### config.mk
export PLATFORM = sky130hd
export DESIGN_NAME = logic_axi4_stream_packet_arbiter
export DESIGN_NICKNAME = d
export VERILOG_FILES = /design/src/rtl/logic_axi4_stream_packet_arbiter.sv
export SDC_FILE = /design/constraint.sdc
export NUM_CORES = 1
export LEC_CHECK = 0
export ABC_AREA = 1
export CORE_MARGIN = 2
export CORE_UTILIZATION = 52
export DETAILED_ROUTE_END_ITERATION = 7
export PLACE_DENSITY_LB_ADDON = 0.2
export SYNTH_ARGS = -nofsm -noshare
export SYNTH_HDL_FRONTEND = slang
export SYNTH_SLANG_ARGS = --single-unit
### constraint.sdc
create_clock -name aclk -period 2.3 [get_ports aclk]
set_clock_uncertainty 0.05 [all_clocks]
set_input_delay 0.23 -clock aclk [delete_from_list [all_inputs] [get_ports aclk]]
set_output_delay 0.23 -clock aclk [all_outputs]
set_load 0.005 [all_outputs]
### src/rtl/logic_axi4_stream_packet_arbiter.sv
// Round-robin, packet-aware grant generator for an N-input AXI4-Stream mux.
// Optional stall watchdog enabled by defining LOGIC_AXI4_STREAM_ARBITER_TIMEOUT_EN.
module logic_axi4_stream_packet_arbiter #(
   parameter int INPUTS         = 4,
   parameter int USE_TLAST      = 1,
   parameter int TIMEOUT_CYCLES = 256,
   localparam int INDEX_WIDTH   = (INPUTS > 1) ? $clog2(INPUTS) : 1
) (
   input  logic                   aclk,
   input  logic                   areset_n,
   input  logic [INPUTS-1:0]      rx_tvalid,
   input  logic [INPUTS-1:0]      rx_tlast,
   input  logic                   tx_tready,
   output logic [INPUTS-1:0]      grant,
   output logic [INDEX_WIDTH-1:0] grant_index,
   output logic                   grant_valid,
   output logic                   timeout
);

   if (INPUTS < 2 || INPUTS > 32 || TIMEOUT_CYCLES < 1) begin : g_bad_params
      $error("logic_axi4_stream_packet_arbiter: illegal parameter value");
   end

   typedef enum logic {IDLE, LOCKED} state_t;

   state_t                 state_reg, state_next;
   logic [INPUTS-1:0]      grant_reg, grant_next;
   logic [INDEX_WIDTH-1:0] index_reg, index_next;
   logic                   valid_reg, valid_next;
   logic [INDEX_WIDTH-1:0] rr_pointer_reg, rr_pointer_next;

   logic                   any_request;
   logic [INDEX_WIDTH-1:0] pick_index;
   logic [INPUTS-1:0]      pick_onehot;
   logic                   xfer;
   logic                   last_beat;
   logic                   release_pkt;
   logic                   force_release;
   logic [INDEX_WIDTH-1:0] pointer_after;

   // First requester at or above rr_pointer, wrapping from INPUTS-1 to 0.
   always_comb begin
      int  cand;
      logic found;
      any_request = |rx_tvalid;
      pick_index  = '0;
      found       = 1'b0;
      for (int i = 0; i < INPUTS; i++) begin
         cand = int'(rr_pointer_reg) + i;
         if (cand >= INPUTS) begin
            cand = cand - INPUTS;
         end
         if (!found && rx_tvalid[cand]) begin
            found      = 1'b1;
            pick_index = INDEX_WIDTH'(cand);
         end
      end
   end

   for (genvar gi = 0; gi < INPUTS; gi++) begin : g_onehot
      assign pick_onehot[gi] = (pick_index == INDEX_WIDTH'(gi));
   end

   assign xfer          = valid_reg && rx_tvalid[index_reg] && tx_tready;
   assign last_beat     = (USE_TLAST == 0) || rx_tlast[index_reg];
   assign release_pkt   = (state_reg == LOCKED) && xfer && last_beat;
   assign pointer_after = (index_reg == INDEX_WIDTH'(INPUTS - 1)) ? '0 : index_reg + 1'b1;

   always_comb begin
      state_next      = state_reg;
      grant_next      = grant_reg;
      index_next      = index_reg;
      valid_next      = valid_reg;
      rr_pointer_next = rr_pointer_reg;
      case (state_reg)
         IDLE: begin
            if (any_request) begin
               grant_next = pick_onehot;
               index_next = pick_index;
               valid_next = 1'b1;
               state_next = LOCKED;
            end
         end
         LOCKED: begin
            // Other requesters are ignored until the packet ends or the watchdog fires.
            if (release_pkt || force_release) begin
               grant_next      = '0;
               index_next      = '0;
               valid_next      = 1'b0;
               rr_pointer_next = pointer_after;
               state_next      = IDLE;
            end
         end
         default: begin
            grant_next = '0;
            index_next = '0;
            valid_next = 1'b0;
            state_next = IDLE;
         end
      endcase
   end

   always_ff @(posedge aclk or negedge areset_n) begin
      if (!areset_n) begin
         state_reg      <= IDLE;
         grant_reg      <= '0;
         index_reg      <= '0;
         valid_reg      <= 1'b0;
         rr_pointer_reg <= '0;
      end else begin
         state_reg      <= state_next;
         grant_reg      <= grant_next;
         index_reg      <= index_next;
         valid_reg      <= valid_next;
         rr_pointer_reg <= rr_pointer_next;
      end
   end

`ifdef LOGIC_AXI4_STREAM_ARBITER_TIMEOUT_EN
   localparam int STALL_WIDTH = (TIMEOUT_CYCLES > 1) ? $clog2(TIMEOUT_CYCLES) : 1;

   logic [STALL_WIDTH-1:0] stall_cnt_reg, stall_cnt_next;
   logic                   timeout_reg;

   assign force_release = (state_reg == LOCKED) && !xfer
                          && (stall_cnt_reg == STALL_WIDTH'(TIMEOUT_CYCLES - 1));

   always_comb begin
      stall_cnt_next = '0;
      if (state_reg == LOCKED && !xfer && !force_release) begin
         stall_cnt_next = stall_cnt_reg + 1'b1;
      end
   end

   // Pulse is registered so it lines up with grant_valid falling.
   always_ff @(posedge aclk or negedge areset_n) begin
      if (!areset_n) begin
         stall_cnt_reg <= '0;
         timeout_reg   <= 1'b0;
      end else begin
         stall_cnt_reg <= stall_cnt_next;
         timeout_reg   <= force_release;
      end
   end

   assign timeout = timeout_reg;
`else
   assign force_release = 1'b0;
   assign timeout       = 1'b0;
`endif

   assign grant       = grant_reg;
   assign grant_index = index_reg;
   assign grant_valid = valid_reg;

endmodule
==> After elaboration in Yosys (flattened, before gate mapping) <==
Cells that the tools add are included.
{ "word_totals": {"regBits": 10, "in_bits": 11, "output_inout_bits": 8, "wordCells": 83} }
{ "op_classes": {"add_sub_neg": 8, "order_cmp": 9, "n_eq_ne": 6, "n_mux": 40, "bitwise_logic": 1, "reduce_logical": 14} }
{ "op_table": {"columns": ["cell", "count"], "rows": [
  ["$lt 32x4->1 const B", 4],
  ["$mux 32", 4],
  ["$mux 1", 17],
  ["$mux 2", 7],
  ["$bmux 1 s2", 6],
  ["$sub 3x3->4 const B", 3],
  ["$ge 3x3->1 const B", 3],
  ["$mux 4", 2],
  ["$pmux 4 s2", 1],
  ["$logic_and 1x1->1", 7],
  ["$add 2x2->3 const B", 2],
  ["$eq 2x2->1 const B", 3],
  ["$pmux 1 s2", 2],
  ["$pmux 2 s2", 1],
  ["$reduce_and 2->1", 2],
  ["$reduce_or 4->1", 1],
  ["$sub 2x3->4 const B", 1],
  ["$add 2x1->3 const B", 1],
  ["$ge 2x3->1 const B", 1],
  ["$logic_not 1->1", 3],
  ["$lt 2x3->1 const B", 1],
  ["$add 2x1->2 const B", 1],
  ["$eq 2x1->1 const B", 1],
  ["$logic_not 2->1", 1],
  ["3 further kinds", 3]
]} }

==> Longest topological paths before layout <==
{ "logic_depth": {"ltp_word": 18, "ltp_mapped": 12, "depth_no_buf": 11} }

==> Least setup slack after synthesis <==
Ideal clock, no wire load.
{ "synth_timing": {"path_kind": "register to register", "start": "reg rr_pointer_reg[0]", "end": "reg index_reg[1], in the netlist grant_index[1]", "setup_ps": 121, "t_arrival_ps": 1167, "t_required_ps": 2129, "path_slack_ps": 962, "stages_incl_launch_ff": 10, "n_path_buf": 1, "synth_period_minus_slack_ps": 1338, "cell_sequence": "dfrtp_1 inv_2 buf_6 nand2_1 nand3_2 inv_1 a31oi_1 nand3_2 nand2_1 o21ai_1"} }
{ "synth_between": {"elab_chain_cells": 17, "word_cells_on_any_way": 42, "cone_classes": "7 x add/sub; 4 x order compare; 25 x mux; 6 x reduce/logical"} }
{ "synth_lines": {"columns": ["element", "line", "text"], "rows": [
  ["start, declared", "30", "logic [INDEX_WIDTH-1:0] rr_pointer_reg, rr_pointer_next;"],
  ["start signal, assigned", "115", "rr_pointer_reg <= rr_pointer_next;"],
  ["parallel branches: the longest is 14 deep, another holds $sub 3x3->4", null, null],
  ["$mux 2 *", "53", "if (!found && rx_tvalid[cand]) begin"],
  ["$mux 2 *", "77", "if (any_request) begin"],
  ["$pmux 2 s2 *", "75", "case (state_reg)"],
  ["end signal, assigned", "113", "index_reg <= index_next;"],
  ["end, declared", "28", "logic [INDEX_WIDTH-1:0] index_reg, index_next;"]
]} }
Mark *: on every way between the ends. The select of a mux whose other input is x is not followed.
A chain may end at the register's enable or synchronous reset.

==> Worst setup path in the final report <==
Ends and elaborated chain as after synthesis.

==> impl_metrics.py <==
metrics = {
    "clock_network": {
        "ctsResizeCount": 0,
        "clkLatencyLatePin_ns": 0.27,
        "post_cts_buffers": 0,
        "clkSinkCount": 10,
        "cts_tree": "done",
        "clkTransAtPathRegs_ns": 0.07,
        "root_buffer": "clkbuf_4",
        "ctsLongestPathBuffers": 2,
        "cts_buffers": 3,
        "cts_hold_buffers": 0,
        "htreeDepth": 1,
    },
    "run_status": {
        "status": "finished, final reports clean",
    },
    "pwr": {
        "clockPowerShare_pct": 12.9,
        "p_switching_mw": 0.638,
        "ir_drop_v": 0.000605,
        "power_density_nw_per_um2": 1280,
        "p_int_mw": 0.658,
        "comb_power_share_pct": 61.4,
        "switching_share_pct": 49.2,
        "pwr-share-seq_pct": 25.6,
        "leakage_nw": 0.545,
    },
    "worst_setup_path": {
        "crit_chain": "inv_2 -> nand2_1 -> nand2_2 -> a31oi_1 -> nand3_2 -> nand2_1 -> o21ai_1",
        "timing.rr.end": "grant_index[1]",
        "crit_buf_inv": 1,
        "r2r_slack_ns": 0.55,
        "cp_top_family": "flip-flops",
        "cp-start-kind": "flip-flop",
        "r2r-start": "rr_pointer_reg[0]",
        "cp_max_fo": 12,
        "crit_required_ns": 2.41,
        "reg2reg_depth": 7,
        "path_class": "reg -> reg",
        "cp_slowest_cell": "dfrtp_1",
        "end_kind": "flip-flop",
        "critPathArrivalTime_ns": 1.86,
        "cp_common_cell": "nand2_1",
        "slowest_delay_ns": 0.59,
    },
    "floorplanning": {
        "initial_core_util_pct": 54.4,
        "die_w_um": 43.5,
        "row_count": 14,
        "die_h_um": 43.5,
        "io_pins": 19,
        "dieArea_um2": 1890,
        "core-area_um2": 1490,
    },
    "logic_synthesis": {
        "yosysWarnings": 0,
        "syn_area_um2": 810,
        "syn_avg_cell_area_um2": 6.75,
        "synth_cell_type_count": 22,
        "synth-seq-cells": 10,
        "yosysSeqAreaShare_pct": 30.9,
        "synth_top_area_cell": "dfrtp_1",
        "synth_area_leaders": "dfrtp_1 31%, nand2_1 19%, nand2_2 9.3%",
        "postSynthNetCount": 132,
        "yosys-top-cells-count": "41 x nand2_1, 14 x nand3_1, 13 x inv_1",
        "synthFlopType": "dfrtp_1",
        "synth_top_area_share_pct": 30.9,
        "synthArstFlopShare_pct": 100,
        "synth-edff-count": 0,
        "syn_inst": 120,
        "synth.most_common_cell": "nand2_1",
    },
    "layout": {
        "fillCellCount": 145,
        "largest_reg_flops": 4,
        "nets": 151,
        "diodes": 0,
        "design_area_um2": 1010,
        "drive_gt1_share_pct": 19.6,
        "syn_to_final_growth_pct": 24.7,
        "ff_latch_area_um2": 250,
        "multiInputGateArea_um2": 473,
    },
    "grt": {
        "grt_pass1_wl_um": 3130,
        "grt_max_degree": 13,
        "grtUsageTotal_pct": 22.6,
        "grt_pass1_vias": 767,
        "grt_antenna_before_repair": 0,
        "overflow": 0,
    },
    "place": {
        "portBuffers": 17,
        "dp_hpwl_um": 1500,
        "placed_area_um2": 973,
        "routabilityCongestion": 0.917,
    },
    "timing": {
        "min_period_ns": 1.75,
        "report.final.slew_viol_count": 0,
        "worst_pin_slew_ns": 0.493,
        "timing.fmax_mhz": 573,
        "min_period_over_period_pct": 75.9,
        "whs_ns": 0.229,
        "final_hold_viol_count": 0,
        "setup_violations": 0,
        "fin_setup_tns_ns": 0,
        "relSlewSlack_pct": 66.8,
        "rsz0062_at_grt": "false",
    },
    "detailed_routing": {
        "wl_per_cell_um": 12.0,
        "dr_total_vias": 803,
        "drt_first_pass_iters": 4,
        "route.detailed.drc": 0,
        "ant_nets": 0,
        "drt-vias-per-instance": 5.21,
        "wl_um": 1860,
        "drt-initial-drc-count": 19,
    },
    "job": {
        "cap_violations": 0,
    },
    "min_path": {
        "hold_class": "in -> async",
    },
}
-- cell type report --
type                            count  share of cell area, %
Tap cell                           16                   1.98
Multi-Input combinational cell     91                   46.8
Clock buffer                        4                   3.59
Sequential cell                    10                   24.8
Timing Repair Buffer               17                   16.9
Inverter                           16                   5.95
-- power groups by stage --
| stage | logic, mW | clock network [mW] | registers, mW |
|---|---|---|---|
| 2_1_floorplan | 0.614 | 0 | 0.307 |
| 3_3_place_gp | 0.776 | 0 | 0.334 |
| 3_5_place_dp | 0.792 | 0 | 0.337 |
| 4_1_cts | 0.802 | 0.164 | 0.332 |
| 5_1_grt | 0.896 | 0.176 | 0.342 |
| 6_report | 0.797 | 0.167 | 0.333 |
-- worst max path at each step --
stage | from | to | slack, ns | depth (start not counted)
6_report | rr_pointer_reg[0] | grant_index[1] | 0.55 | 7
5_1_grt | rr_pointer_reg[0] | grant[2] | 0.38 | 9
4_1_cts | rr_pointer_reg[0] | grant_index[1] | 0.54 | 7
3_5_place_dp | rx_tvalid[1] | grant[2] | 0.41 | 8
3_3_place_gp | rx_tvalid[3] | grant_index[1] | 0.53 | 9
2_1_floorplan | rr_pointer_reg[0] | grant_index[1] | 0.96 | 9
-- metrics by stage --
stage | util, % | total power, mW | instances | setup WS (ns)
2_1_floorplan | - | 0.921 | 120 | 0.962
3_3_place_gp | 65.4 | 1.11 | 150 | 0.529
3_5_place_dp | 65.4 | 1.13 | 150 | 0.411
4_1_cts | 67.8 | 1.30 | 154 | 0.540
5_1_grt | 67.8 | 1.41 | 154 | 0.377
6_report | 67.8 | 1.30 | 154 | 0.554
-- kinds of logic after synthesis --
logic type / count (synthesis) / synth area share (%)
compound gates: 9 / 6.34
fa+ha+maj: 1 / 1.55
buf+inv: 19 / 10.7
flops: 10 / 30.9
other cells: 1 / 0.463
simple gates: 80 / 50.1
-- per-layer routing --
layer | vias to the layer above | GRT usage, % | routed length [µm]
met1 | 357 | 29.0 | 825
met4 | 0 | 15.2 | 61
met3 | 9 | 4.58 | 73
met2 | 23 | 34.3 | 894
li1 | 414 | - | -
met5 | - | 0 | 0
-- cells in the final DEF, fill, tap and decap left out, drive strengths merged --
cell / instances
clkbuf: 4
nand2: 54
ha: 1
conb: 1
clkdlybuf4s50: 17
a31oi: 1
nand3: 19
dfrtp: 10
a21oi: 1
nand4: 2
nor2: 5
inv: 16
o31ai: 1
o21ai: 5
o21bai: 1
Note: power is estimated with default switching activity, not from simulation.
